===== config.mk =====
export PLATFORM = sky130hd
export DESIGN_NAME = recolector_carriles
export DESIGN_NICKNAME = d
export VERILOG_FILES = /design/src/rtl/recolector_carriles.sv
export SDC_FILE = /design/constraint.sdc
export NUM_CORES = 1
export LEC_CHECK = 0
export CAP_MARGIN = 15
export CORE_MARGIN = 1
export CORE_UTILIZATION = 61
export CTS_CLUSTER_SIZE = 14
export DETAILED_ROUTE_END_ITERATION = 10
export GPL_TIMING_DRIVEN = 0
export PLACE_DENSITY = 0.82
export SLEW_MARGIN = 20
export SYNTH_ARGS = -nofsm -noshare
export SYNTH_HDL_FRONTEND = slang
export SYNTH_HIERARCHICAL = 1
export SYNTH_SLANG_ARGS = --single-unit

===== constraint.sdc =====
create_clock -name clk -period 7.2 [get_ports clk]
set_input_delay 0.72 -clock clk [delete_from_list [all_inputs] [get_ports clk]]
set_output_delay 0.72 -clock clk [all_outputs]
set_load 0.005 [all_outputs]

===== src/rtl/recolector_carriles.sv =====
// recolector_carriles: per-lane deskew FIFOs feeding a round-robin un-striper (lane 0,1,2,3,0,...).
// Define RECOLECTOR_BYTE_COUNT_EN to add a 16-bit wrapping count of emitted bytes (byte_count).

module recolector_carril #(
    parameter int DATA_WIDTH = 8,
    parameter int FIFO_DEPTH = 4,
    parameter int AF_TH      = 3
) (
    input  logic                  clk,
    input  logic                  reset,
    input  logic [DATA_WIDTH-1:0] data,
    input  logic                  push,
    input  logic                  pop,
    output logic [DATA_WIDTH-1:0] head,
    output logic                  empty,
    output logic                  almost_full,
    output logic                  overflow
);
    localparam int          PW    = $clog2(FIFO_DEPTH);
    localparam logic [PW:0] DEPTH = (PW+1)'(FIFO_DEPTH);
    localparam logic [PW:0] AF    = (PW+1)'(AF_TH);
    localparam logic [PW:0] ONE   = (PW+1)'(1);

    logic [DATA_WIDTH-1:0] mem [FIFO_DEPTH];
    logic [PW-1:0]         wr_ptr, rd_ptr;
    logic [PW:0]           count, count_next;
    logic                  full, do_push, do_pop;

    assign empty   = (count == '0);
    assign full    = (count == DEPTH);
    assign do_pop  = pop && !empty;
    // A pop on the same edge frees a slot, so a write into a full lane still lands.
    assign do_push = push && (!full || do_pop);
    assign head    = mem[rd_ptr];

    always_comb begin
        count_next = count;
        if (do_push && !do_pop)
            count_next = count + ONE;
        else if (do_pop && !do_push)
            count_next = count - ONE;
    end

    always_ff @(posedge clk or negedge reset) begin
        if (!reset) begin
            wr_ptr      <= '0;
            rd_ptr      <= '0;
            count       <= '0;
            almost_full <= 1'b0;
            overflow    <= 1'b0;
        end else begin
            if (do_push)
                wr_ptr <= wr_ptr + PW'(1);
            if (do_pop)
                rd_ptr <= rd_ptr + PW'(1);
            count       <= count_next;
            almost_full <= (count_next >= AF);
            if (push && !do_push)
                overflow <= 1'b1;
        end
    end

    always_ff @(posedge clk) begin
        if (do_push)
            mem[wr_ptr] <= data;
    end
endmodule

module recolector_carriles #(
    parameter int DATA_WIDTH = 8,
    parameter int FIFO_DEPTH = 4,
    parameter int AF_TH      = 3
) (
    input  logic                  clk,
    input  logic                  reset,
    input  logic [DATA_WIDTH-1:0] data_in0,
    input  logic [DATA_WIDTH-1:0] data_in1,
    input  logic [DATA_WIDTH-1:0] data_in2,
    input  logic [DATA_WIDTH-1:0] data_in3,
    input  logic                  valid_in0,
    input  logic                  valid_in1,
    input  logic                  valid_in2,
    input  logic                  valid_in3,
    output logic [DATA_WIDTH-1:0] data_out,
    output logic                  valid_out,
    output logic                  active_out,
    output logic [3:0]            almost_full,
    output logic [3:0]            overflow
`ifdef RECOLECTOR_BYTE_COUNT_EN
    ,
    output logic [15:0]           byte_count
`endif
);
    localparam int NUM_LANES = 4;

    typedef enum logic {ESPERA, ACTIVO} estado_t;

    estado_t                              state, state_next;
    logic [NUM_LANES-1:0][DATA_WIDTH-1:0] lane_data, lane_head;
    logic [NUM_LANES-1:0]                 lane_valid, lane_empty, lane_pop;
    logic [1:0]                           rd_lane, rd_lane_next;
    logic [DATA_WIDTH-1:0]                data_next;
    logic                                 valid_next;

    assign lane_data  = {data_in3, data_in2, data_in1, data_in0};
    assign lane_valid = {valid_in3, valid_in2, valid_in1, valid_in0};

    for (genvar i = 0; i < NUM_LANES; i++) begin : g_carril
        recolector_carril #(
            .DATA_WIDTH (DATA_WIDTH),
            .FIFO_DEPTH (FIFO_DEPTH),
            .AF_TH      (AF_TH)
        ) u_carril (
            .clk         (clk),
            .reset       (reset),
            .data        (lane_data[i]),
            .push        (lane_valid[i]),
            .pop         (lane_pop[i]),
            .head        (lane_head[i]),
            .empty       (lane_empty[i]),
            .almost_full (almost_full[i]),
            .overflow    (overflow[i])
        );
    end

    // Strict round-robin: an empty current lane stalls rather than skipping, preserving byte order.
    always_comb begin
        state_next   = state;
        rd_lane_next = rd_lane;
        lane_pop     = '0;
        data_next    = data_out;
        valid_next   = 1'b0;
        case (state)
            ESPERA: begin
                rd_lane_next = 2'd0;
                if (lane_empty == '0)
                    state_next = ACTIVO;
            end
            ACTIVO: begin
                if (rd_lane == 2'd0 && &lane_empty) begin
                    state_next = ESPERA;
                end else if (!lane_empty[rd_lane]) begin
                    lane_pop[rd_lane] = 1'b1;
                    data_next         = lane_head[rd_lane];
                    valid_next        = 1'b1;
                    rd_lane_next      = rd_lane + 2'd1;
                end
            end
            default: state_next = ESPERA;
        endcase
    end

    always_ff @(posedge clk or negedge reset) begin
        if (!reset) begin
            state      <= ESPERA;
            rd_lane    <= 2'd0;
            data_out   <= '0;
            valid_out  <= 1'b0;
            active_out <= 1'b0;
        end else begin
            state      <= state_next;
            rd_lane    <= rd_lane_next;
            data_out   <= data_next;
            valid_out  <= valid_next;
            active_out <= (state_next == ACTIVO);
        end
    end

`ifdef RECOLECTOR_BYTE_COUNT_EN
    // Running total across bursts; only reset clears it.
    always_ff @(posedge clk or negedge reset) begin
        if (!reset)
            byte_count <= 16'h0000;
        else if (valid_next)
            byte_count <= byte_count + 16'h0001;
    end
`endif
endmodule


## Word-level counts from Yosys, hierarchy flattened

Memories as Yosys holds them, arrays and structs flattened.
Cells that the tools add are included.

| word-level totals | value |
|---|---|
| flip-flop bits (word level) | 48 |
| memory bits (writable) | 128 |
| bits of input ports | 38 |
| output and inout bits | 18 |
| word-level logic and storage cells | 145 |
| memories kept | 4 |

| cells by class | value |
|---|---|
| add/subtract/negate cells | 17 |
| magnitude comparators | 6 |
| eq/ne operators | 6 |
| multiplexer cells | 34 |
| bitwise operators | 3 |
| reductions and logical operators | 51 |

Memories:

| name | depth | bits a word | rd ports | clocked after memory_dff | write ports | line | RTL |
|---|---|---|---|---|---|---|---|
| g_carril[0].u_carril.mem | 4 | 8 | 1 | 0 | 1 | 24 | `logic [DATA_WIDTH-1:0] mem [FIFO_DEPTH];` |
| g_carril[1].u_carril.mem | 4 | 8 | 1 | 0 | 1 | 24 |  |
| g_carril[2].u_carril.mem | 4 | 8 | 1 | 0 | 1 | 24 |  |
| g_carril[3].u_carril.mem | 4 | 8 | 1 | 0 | 1 | 24 |  |

Operator list:

| operator | count |
|---|---|
| 2-to-1 mux 3 bit | 8 |
| logical AND 1 bit | 22 |
| adder 2 x 1 -> 2 bit (second input constant) | 9 |
| binary-select mux 8 bit (select 2 bit) | 1 |
| logical NOT 1 bit | 16 |
| 2-to-1 mux 1 bit | 15 |
| adder 3 x 1 -> 3 bit (second input constant) | 4 |
| equality test 3 bit (second input constant) | 4 |
| greater-or-equal comparator 3 x 2 -> 1 bit (second input constant) | 4 |
| logical NOT 3 bit | 4 |
| 2-to-1 mux 4 bit | 3 |
| subtractor 3 x 1 -> 3 bit (second input constant) | 4 |
| 2-to-1 mux 8 bit | 1 |
| logical NOT 4 bit | 1 |
| logical OR 1 bit | 4 |
| 2-to-1 mux 2 bit | 2 |
| != test 2 bit (second input constant) | 2 |
| one-hot mux 2 bit (2 select lines) | 1 |
| AND reduction 4 bit | 1 |
| less-than comparator 2 x 3 -> 1 bit (second input constant) | 1 |
| NOT 1 bit | 3 |
| AND reduction 3 bit | 1 |
| binary-select mux 1 bit (select 2 bit) | 1 |
| demux 1 bit (select 2 bit) | 1 |
| other kinds (4) | 4 |

## Depth between registers and ports, before layout

Gate-level depths: netlist (run 1).

| depth | value |
|---|---|
| depth in word-level cells | 15 |
| gate-level depth with buffers | 14 |
| depth with buffers taken out | 11 |

## Cells and area by module

The synthesis (run 1) kept the hierarchy.

By module, submodules not included:

| module | instances | cells an instance | area each (sq um) | seq. area each (sq um) |
|---|---|---|---|---|
| recolector_carril at g_carril[0].u_carril ... | 3 | 102 | 1745.4 | 1186.1 |
| recolector_carril at g_carril[3].u_carril | 1 | 106 | 1795.5 | 1186.1 |
| recolector_carriles | 1 | 55 | 799.5 | 300.3 |

## Worst setup path before layout (run 1)

No wires, ideal clock.

| timing | value |
|---|---|
| path type | register to register |
| start point | register g_carril[3].u_carril.count[1] |
| end point | memory g_carril[0].u_carril.mem[0][0] (enable) |
| data arrival time | 2.663 ns |
| data required time | 6.868 ns |
| setup slack | 4.205 ns |
| cell stages (with the launch flop) | 13 |
| period minus slack after synthesis | 2.995 ns |
| cells stage by stage | dfrtp_1 inv_1 ha_1 buf_4 nand2b_4 inv_2 mux4_2 nor2b_4 buf_8 and2_1 nor2_1 nor2b_1 and2_1 |

| between the ends | value |
|---|---|
| longest elaborated chain between the ends | 11 |
| elaborated cells between the ends (all ways) | 13 |
| classes of those cells | mux: 7; reduce/logical: 6 |

RTL lines:

| element | line | RTL |
|---|---|---|
| start, declared | 26 | `logic [PW:0] count, count_next;` |
| start signal, assigned | 56 | `count <= count_next;` |
| logical NOT 3 bit (*) | 29 | `assign empty = (count == '0);` |
| net lane_empty[3] | 100 | `logic [NUM_LANES-1:0] lane_valid, lane_empty, lane_pop;` |
| binary-select mux 1 bit (select 2 bit) | 142 | `end else if (!lane_empty[rd_lane]) begin` |
| 2-to-1 mux 1 bit (not written as such) | 142 |  |
| 2-to-1 mux 4 bit | 142 |  |
| 2-to-1 mux 4 bit (*) | 140 | `if (rd_lane == 2'd0 && &lane_empty) begin` |
| 2-to-1 mux 4 bit (*) | 133 | `case (state)` |
| net lane_pop[0] | 100 |  |
| logical AND 1 bit (*) | 31 | `assign do_pop = pop && !empty;` |
| logical OR 1 bit (*) | 33 | `assign do_push = push && (!full \|\| do_pop);` |
| logical AND 1 bit (*) | 33 |  |
| 2-to-1 mux 1 bit (*) | 64 | `if (do_push)` |
| 2-to-1 mux 1 bit (not written as such) (*) | 65 | `mem[wr_ptr] <= data;` |
| end, declared | 24 |  |

Mark *: on every way through the listed nets, which the timed path passes. The rest lies on a longest branch. The select of a mux whose other input is x is not followed.

## Final worst setup path (run 1)

| timing | value |
|---|---|
| start point | register g_carril[3].u_carril.count[1] |
| end point | memory g_carril[1].u_carril.mem[2][2] (enable) |

| between the ends | value |
|---|---|
| longest elaborated chain between the ends | 11 |
| elaborated cells between the ends (all ways) | 13 |
| classes of those cells | mux: 7; reduce/logical: 6 |

RTL lines:

| element | line |
|---|---|
| logical NOT 3 bit (*) | 29 |
| net lane_empty[3] | 100 |
| binary-select mux 1 bit (select 2 bit) | 142 |
| 2-to-1 mux 1 bit (not written as such) | 142 |
| 2-to-1 mux 4 bit | 142 |
| 2-to-1 mux 4 bit (*) | 140 |
| 2-to-1 mux 4 bit (*) | 133 |
| net lane_pop[1] | 100 |
| logical AND 1 bit (*) | 31 |
| logical OR 1 bit (*) | 33 |
| logical AND 1 bit (*) | 33 |
| 2-to-1 mux 1 bit (*) | 64 |
| 2-to-1 mux 1 bit (not written as such) (*) | 65 |
| end, declared | 24 |

Marked as above.

==> results by group, run 1 <==
Status
  • Status: completed

Place
  • Worst slack, placed: 3.55 ns
  • GPL Wtd Cong: 0.873
  • Quantity of I/O buffers inserted on ports: 52
  • HPWL after detailed placement: 10,000 microns

Clock network
  • Clock latency of the later-clocked register in the worst-skew pair: 0.43 ns
  • Clk root buf: clkbuf_16
  • Clock tree buffer depth: 2
  • Number of CTS-inserted buffers: 17
  • Buffer count from post-CTS setup fixing: 0
  • TritonCTS Sinks: 176
  • Clock tree from TritonCTS: built
  • H-tree depth reported by CTS: 4
  • Post-CTS clock slew at the launch and capture registers of the worst setup and hold paths: 0.06 ns
  • CTS hold repair buffers: 0
  • Cells resized by post-CTS repair: 0

Floorplanning
  • Die span in x: 115 microns
  • I/O pin total: 56
  • Die Ht: 115 microns
  • Starting Density: 62.3%
  • Die area: 13,300 sq um
  • Site Rows: 41
  • Area of the core: 12,600 sq um

Cells and area
  • Number of nets in the finished design: 608
  • Count of inserted antenna diode cells: 0
  • Area grow syn2layout: 16.9%
  • Fraction of layout cells with a size suffix above 1: 21.1%

GRT
  • Largest net degree at the start of global routing: 49
  • Wire length of the first global-routing pass: 22,800 microns
  • Number of antenna violations at the first check in global routing: 0
  • Number of global-route vias before repair: 4,356
  • Overflow after GRT: 0
  • Total track usage: 24.0%

Synth
  • Fraction of the mapped netlist area in simple logic gates: 6.77%
  • Prevailing post-synth register cell: edfxtp_1
  • Netlist area before placement: 7830 sq um
  • Post-Syn Area per Cell: 16.8 sq um
  • Adder and majority gate portion of the synthesized area: 5.64%
  • FFs w/ async S/R, synth: 27.3%
  • Unique cell type count in the Yosys netlist: 52
  • Count of flip-flops with a built-in enable after synthesis: 128
  • Parity-gate share of the synthesized area counting xor and xnor cells: 1.79%
  • Share of synthesized area occupied by flip-flops and latches: 64.4%
  • Largest family of logic cells by synthesized area: multiplexers
  • Multiplexer share of the synthesized area: 14.1%
  • Number of synthesized register bits: 176
  • Total number of yosys warnings: 6
  • Synthesized-area fraction occupied by ao, oa, aoi and oai cells: 4.57%
  • Total nets after synthesis: 537
  • Synth Instances: 467

Timing
  • Setup TNS: 0 ns
  • Final count of negative-setup-slack endpoints: 0
  • Least setup slack across all paths after layout: 3.49 ns
  • Final-report max-slew violation count: 0
  • Final clock skew: 0.00702 ns
  • Hold violation count in the final report: 0
  • Worst Tran Pin Value: 0.657 ns
  • Highest Clock Rate: 0.270 GHz
  • Unrepaired setup endpoints after global routing: no
  • Share of the cycle needed by the critical path after routing: 51.5%
  • Final critical-path required period: 3.71 ns
  • Relative slew slack: 56.2%

Critical path
  • Reg-to-Reg Start: g_carril[3].u_carril/count[1]
  • Crit path max fanout: 10
  • Required time worst endpoint: 7.27 ns
  • Type of element capturing the critical path: flop
  • Beginning of the critical path: g_carril[3].u_carril/count[1]
  • Sort of element at the start of the critical path: flop
  • Arrival @ worst endpoint: 3.78 ns
  • Critical path type: reg -> reg

Power and ir drop
  • Peak supply drop: 233 uV
  • Leakage dissipation: 3.39 nW
  • Power per cell area: 443 nW/um^2

Route
  • DRC violation count after routing: 0
  • Initial DRC Count: 360
  • Via count of the routed design: 4,247
  • DRT Pass-1 Iters: 5
  • Mean number of vias per cell: 5.87
  • Antenna-violating nets left: 0
  • Total Wirelength: 14,500 microns
  • Detailed-route wire length per cell: 20.1 microns

Hold path
  • Hold crit path type: in -> async

Run
  • Number of max-capacitance violations reported: 0
-- flip-flops by register name, summed over array words and instances, names as in the netlist --
name / flops
rd_lane: 2
g_carril.u_carril/count: 12
g_carril.u_carril/almost_full: 4
valid_out: 1
g_carril.u_carril/overflow: 4
g_carril.u_carril/wr_ptr: 8
g_carril.u_carril/rd_ptr: 8
data_out: 8
state: 1
g_carril.u_carril/mem: 128
-- power by group --
group / switching, mW / internal, mW / leakage [nW]
clock network: 0.383 / 0.525 / 0.292
logic: 0.790 / 0.800 / 1.38
registers: 0.151 / 1.40 / 1.72
total: 1.32 / 2.73 / 3.39
-- stage by stage --
stage / hold WS [ns] / instances / instance area (sq um) / utilization (%) / power, mW
after floorplan: 0.424 / 467 / 7830 / - / 2.68
after global placement: 0.437 / 691 / 8570 / 68.2 / 3.06
after detailed placement: 0.450 / 691 / 8560 / 68.1 / 3.16
after CTS: 0.338 / 723 / 9160 / 72.9 / 4.08
after global routing: 0.372 / 723 / 9160 / 72.9 / 4.28
final: 0.298 / 723 / 9160 / 72.9 / 4.05
-- per-layer routing --
| metal | vias to the layer above | track usage, % | routed length, microns |
|---|---|---|---|
| met4 | 0 | 10.8 | 408 |
| met3 | 25 | 5.11 | 544 |
| met1 | 2165 | 31.1 | 6120 |
| li1 | 1937 | - | - |
| met2 | 120 | 39.5 | 7430 |
| met5 | - | 0 | 0 |
-- final timing paths --
kind,to,slack [ns],depth (start not counted)
worst max-delay path,g_carril[1].u_carril/mem[2][2],3.49,12
worst min-delay path,g_carril[1].u_carril/count[1],0.30,1
worst max register to register,g_carril[1].u_carril/mem[2][2],3.49,12
worst min register to register,g_carril[2].u_carril/overflow,0.46,1
max in group asynchronous,g_carril[3].u_carril/count[1],6.44,1
min in group clk,g_carril[2].u_carril/overflow,0.46,1
-- cells in the final DEF, fill, tap and decap left out, drive strengths merged, types with 4 or more instances in the layout --
master         netlist  routed
and2                17      17
and3                 4       4
buf                 12      13
clkbuf               5      23
clkdlybuf4s50        0      51
clkinv               0       5
dfrtp               48      48
edfxtp             128     128
ha                  32      32
inv                 26      32
maj3                 4       4
mux2                12      12
mux4                41      41
nand2               21      21
nand2b              14      14
nand3               12      12
nor2                11      11
nor2b                7       7
o211ai               5       5
o21ai                7       7
o31ai                4       4
xnor2               16      16
-- worst max-delay path, cell delays in order, from the launching register on --
cell and delay [ns]:
dfrtp_1 0.45, inv_1 0.13, ha_1 0.20, buf_4 0.17, nand2b_4 0.08, inv_2 0.08
mux4_2 0.53, nor2b_4 0.19, buf_8 0.17, and2_1 0.30, nor2_1 0.11, nor2b_1 0.44
and2_1 0.50
-- Yosys cell counts (all sizes together), types with 3 or more instances --
cell type,instances,area share [%]
o221ai,3,0.34
a311o,3,0.43
o21ai,7,0.45
o32a,3,0.38
nand2,21,1.0
inv,26,1.3
mux4,41,12
a31oi,3,0.24
dfrtp,48,15
mux2,12,2.0
nand2b,14,1.3
ha,32,5.1
o211ai,5,0.48
clkbuf,5,0.24
xnor2,16,1.8
nand3,12,0.77
nor2b,7,0.66
o31ai,4,0.38
and3,4,0.32
a21bo,3,0.38
and2,17,1.4
a21o,3,0.29
maj3,4,0.53
or4,3,0.29
a21oi,3,0.19
a211oi,3,0.29
edfxtp,128,49
buf,12,1.2
nor2,11,0.53
-- area by class of cell --
type	count	area, sq um
Timing Repair Buffer	52	518
Multi-Input combinational cell	248	2570
Inverter	26	100
Clock inverter	14	153
Buffer	17	115
Fill cell	776	3410
Sequential cell	176	5040
Clock buffer	18	439
Tap cell	172	215
-- logic make-up after synthesis --
logic type                 count (synthesis)
adders and majority gates                 36
xor gates and xnor gates                  16
and+or+nand+nor                           95
DFF                                      176
buffers and inverters                     43
AOI/OAI and AO/OA                         46
muxes                                     55
No activity file was read; power rests on OpenSTA's default activity.
==> run 2, diff against run 1 <==
--- a/config.mk
+++ b/config.mk
@@ -7,11 +7,11 @@
 export LEC_CHECK = 0
 export CAP_MARGIN = 15
 export CORE_MARGIN = 1
-export CORE_UTILIZATION = 61
+export CORE_UTILIZATION = 59
 export CTS_CLUSTER_SIZE = 14
 export DETAILED_ROUTE_END_ITERATION = 10
 export GPL_TIMING_DRIVEN = 0
-export PLACE_DENSITY = 0.82
+export PLACE_DENSITY = 0.8
 export SLEW_MARGIN = 20
 export SYNTH_ARGS = -nofsm -noshare
 export SYNTH_HDL_FRONTEND = slang
==> constraint.sdc (replaced) <==
create_clock -name clk -period 3.9 [get_ports clk]
set_input_delay 0.39 -clock clk [delete_from_list [all_inputs] [get_ports clk]]
set_output_delay 0.39 -clock clk [all_outputs]
set_load 0.005 [all_outputs]
==> run 2 against run 1 <==
  * The run now ends with negative hold slack left
  * Flip-flop and latch count unchanged
  * Utilization decreased by 1.2 points
  * Routed wire length decreased by 2.5%
  * Global-route usage decreased by 0.84 points
  * Die area increased by 3.3%
  * Via count decreased by 0.57%
  * Final area about the same
  * Clock power increased by 86%
  * Critical endpoint is now g_carril[2].u_carril/mem[3][5]
  * Highest routed layer unchanged
==> results by group, run 2 (synthesis results as in run 1) <==
Critical path
  • Worst path buffer plus inverter count: 4 (unchanged)
  • Longest individual stage delay on the worst path: 0.54 ns (about the same)
  • Critical Path, Cell by Cell: inv_1, ha_1, buf_4, nand2b_4, inv_2, mux4_2, nor2b_4, buf_8, and2_1, nor2_1, nor2b_1, and2_1
  • Crit path max fanout: 10 (unchanged)
  • Sort of element at the start of the critical path: flop
  • Arrival @ worst endpoint: 3.75 ns (-0.03 ns)
  • Critical path type: reg -> reg
  • Family with the most delay on the worst path: simple AND/OR/NAND/NOR gates
  • Type of element capturing the critical path: flop
  • Standard cell with the maximum stage delay on the critical path: mux4_2
  • CP most frequent cell: and2_1
  • Required time worst endpoint: 3.98 ns (-3.29 ns)

Clock network
  • Clock latency of the later-clocked register in the worst-skew pair: 0.43 ns (about the same)
  • Number of CTS-inserted buffers: 17 (unchanged)
  • Post-CTS clock slew at the launch and capture registers of the worst setup and hold paths: 0.06 ns (about the same)
  • Buffer count from post-CTS setup fixing: 0 (unchanged)
  • CTS hold repair buffers: 0 (unchanged)
  • Clock tree from TritonCTS: built
  • Clk root buf: clkbuf_16
  • TritonCTS Sinks: 176 (unchanged)
  • Clock tree buffer depth: 2 (unchanged)
  • H-tree depth reported by CTS: 4 (unchanged)

GRT
  • Number of antenna violations at the first check in global routing: 0 (unchanged)
  • Number of global-route vias before repair: 4,321 (-0.80%)
  • Overflow after GRT: 0 (unchanged)
  • Largest net degree at the start of global routing: 49 (unchanged)
  • Total track usage: 23.2% (-0.84 points)
  • Wire length of the first global-routing pass: 22,500 microns (-1.3%)

Cells and area
  • Post-route non-filler standard cell count: 721 (-0.28%)
  • Final design instance area without fill: 9160 sq um (about the same)
  • Layout filler cell count: 765 (-1.4%)
  • Highest-count cells in the layout ignoring fill and taps: edfxtp_1, clkdlybuf4s50_1, dfrtp_1
  • Area of combinational cells with multiple inputs: 2580 sq um (+0.24%)
  • Area grow syn2layout: 16.9% (about the same)
  • Max FFs per register: 128 (unchanged)
  • Count of inserted antenna diode cells: 0 (unchanged)
  • Most common library cell in the layout ignoring fill and taps: edfxtp_1
  • Top reg by flops: g_carril.u_carril/mem
  • Top flop regs: g_carril.u_carril/mem: 128 flops, g_carril.u_carril/count: 12 flops
  • Reg area: 5040 sq um (unchanged)
  • Fraction of layout cells with a size suffix above 1: 20.9% (-0.11 points)
  • Number of nets in the finished design: 608 (unchanged)

Floorplanning
  • Die span in x: 117 microns (+1.7%)
  • I/O pin total: 56 (unchanged)
  • Area of the core: 12,800 sq um (+1.6%)
  • Die Ht: 117 microns (+1.7%)
  • Starting Density: 61.3% (-1.0 points)
  • Die area: 13,700 sq um (+3.3%)
  • Site Rows: 41 (unchanged)

Power and ir drop
  • Cell-internal power: 5.07 mW (+86%)
  • Share of total power in the clock network: 22.6% (+0.2 points)
  • Switching component of the power: 2.40 mW (+81%)
  • Comb power frac: 39.1% (about the same)
  • Fraction of power spent switching nets: 32.1% (-0.56 points)
  • Peak supply drop: 550 uV (+140%)
  • Leakage dissipation: 3.38 nW (-0.17%)
  • Power per cell area: 815 nW/um^2 (+84%)
  • Register share of total power: 38.3% (about the same)

Timing
  • Final critical-path required period: 3.67 ns (-0.0353 ns)
  • Relative slew slack: 54.6% (-1.6 points)
  • Smallest hold slack: -0.0206 ns (-0.319 ns)
  • Unrepaired setup endpoints after global routing: no
  • Hold violation count in the final report: 5 (+5)
  • Final clock skew: 0.00798 ns (+0.000962 ns)
  • Worst Tran Pin Value: 0.681 ns (+0.0238 ns)
  • Final-report max-slew violation count: 0 (unchanged)
  • Final count of negative-setup-slack endpoints: 0 (unchanged)
  • Share of the cycle needed by the critical path after routing: 94.1% (+43 points)
  • Least setup slack across all paths after layout: 0.229 ns (-3.26 ns)
  • Highest Clock Rate: 0.272 GHz (+0.96%)
  • Setup TNS: 0 ns (unchanged)

Route
  • Mean number of vias per cell: 5.86 (-0.29%)
  • Initial DRC Count: 276 (-23%)
  • Via count of the routed design: 4,223 (-0.57%)
  • DRC violation count after routing: 0 (unchanged)
  • Detailed-route wire length per cell: 19.6 microns (-2.3%)
  • Total Wirelength: 14,100 microns (-2.5%)
  • Antenna-violating nets left: 0 (unchanged)
  • DRT Pass-1 Iters: 4 (-1)

Place
  • GPL Wtd Cong: 0.783 (-10%)
  • Quantity of I/O buffers inserted on ports: 52 (unchanged)
  • Post-placement cell count: 691 (unchanged)
  • Worst slack, placed: 0.219 ns (-3.33 ns)
  • Area after detailed placement: 8560 sq um (unchanged)
  • HPWL after detailed placement: 9700 microns (-3.5%)

Status
  • Violated checks: negative hold slack
  • Status: finished, violations left

Run
  • Number of max-capacitance violations reported: 0 (unchanged)

Hold path
  • Hold crit path type: in -> async
## run 2: cell count changes in the layout (fill, tap and decap cells not counted)
cell | before | now
bufinv_16 | 2 | 3
nor2b_1 | 6 | 5
clkinv_2 | 3 | 0
and2_1 | 17 | 14
nor2b_2 | 0 | 1
clkinv_1 | 0 | 3
clkbuf_8 | 1 | 0
and2_2 | 0 | 3
inv_6 | 6 | 4
## run 2: cell type report
class                      count  share of cell area, %
inverter                      26                   1.09
timing repair buffer          52                   5.66
buffer                        17                   1.26
tap                          172                   2.35
clock inverter                13                   1.76
clock buffer                  17                   4.65
multi-input combinational    248                   28.1
sequential                   176                   55.1
## run 2: worst paths after layout
kind / from / endpoint / slack, ns / depth (start not counted)
worst max-delay path: g_carril[3].u_carril/count[1] / g_carril[2].u_carril/mem[3][5] / 0.23 / 12
worst min-delay path: reset / data_out[0] / -0.02 / 1
worst max register to register: g_carril[3].u_carril/count[1] / g_carril[2].u_carril/mem[3][5] / 0.23 / 12
worst min register to register: g_carril[0].u_carril/overflow / g_carril[0].u_carril/overflow / 0.45 / 1
max in group asynchronous: reset / g_carril[2].u_carril/wr_ptr[0] / 3.45 / 1
min in group clk: valid_in1 / g_carril[1].u_carril/overflow / 0.20 / 2
## run 2: what timing repair did
item,CTS,global route
gates resized for setup,0,4
endpoints found under the hold margin,0,0
setup endpoints to repair,0,48
## run 2: layer usage
| metal | wire length (microns) | part of all wire, % | vias up | GRT usage [%] |
|---|---|---|---|---|
| li1 | - | - | 1929 | - |
| met1 | 5890 | 42 | 2140 | 29.6 |
| met2 | 7190 | 51 | 123 | 38.1 |
| met3 | 735 | 5.2 | 31 | 5.10 |
| met4 | 335 | 2.4 | 0 | 11.2 |
| met5 | 0 | 0 | - | 0 |
## run 2: power by group through the flow
stage                     clock network [mW]  registers [mW]  logic [mW]
after floorplan                            0            2.82        2.12
after global placement                     0            2.86        2.80
after detailed placement                   0            2.89        2.91
after CTS                               1.71            2.86        2.95
after global routing                    1.78            2.92        3.19
final                                   1.69            2.86        2.92
## run 2: per-stage QoR
stage | utilization [%] | hold slack [ns] | total power [mW]
detailed placement | 67.0 | 0.447 | 5.81
finish | 71.7 | -0.0206 | 7.47
floorplan | - | 0.0944 | 4.94
global route | 71.7 | 0.0381 | 7.89
global placement | 67.1 | 0.440 | 5.66
CTS | 71.6 | 0.0116 | 7.52
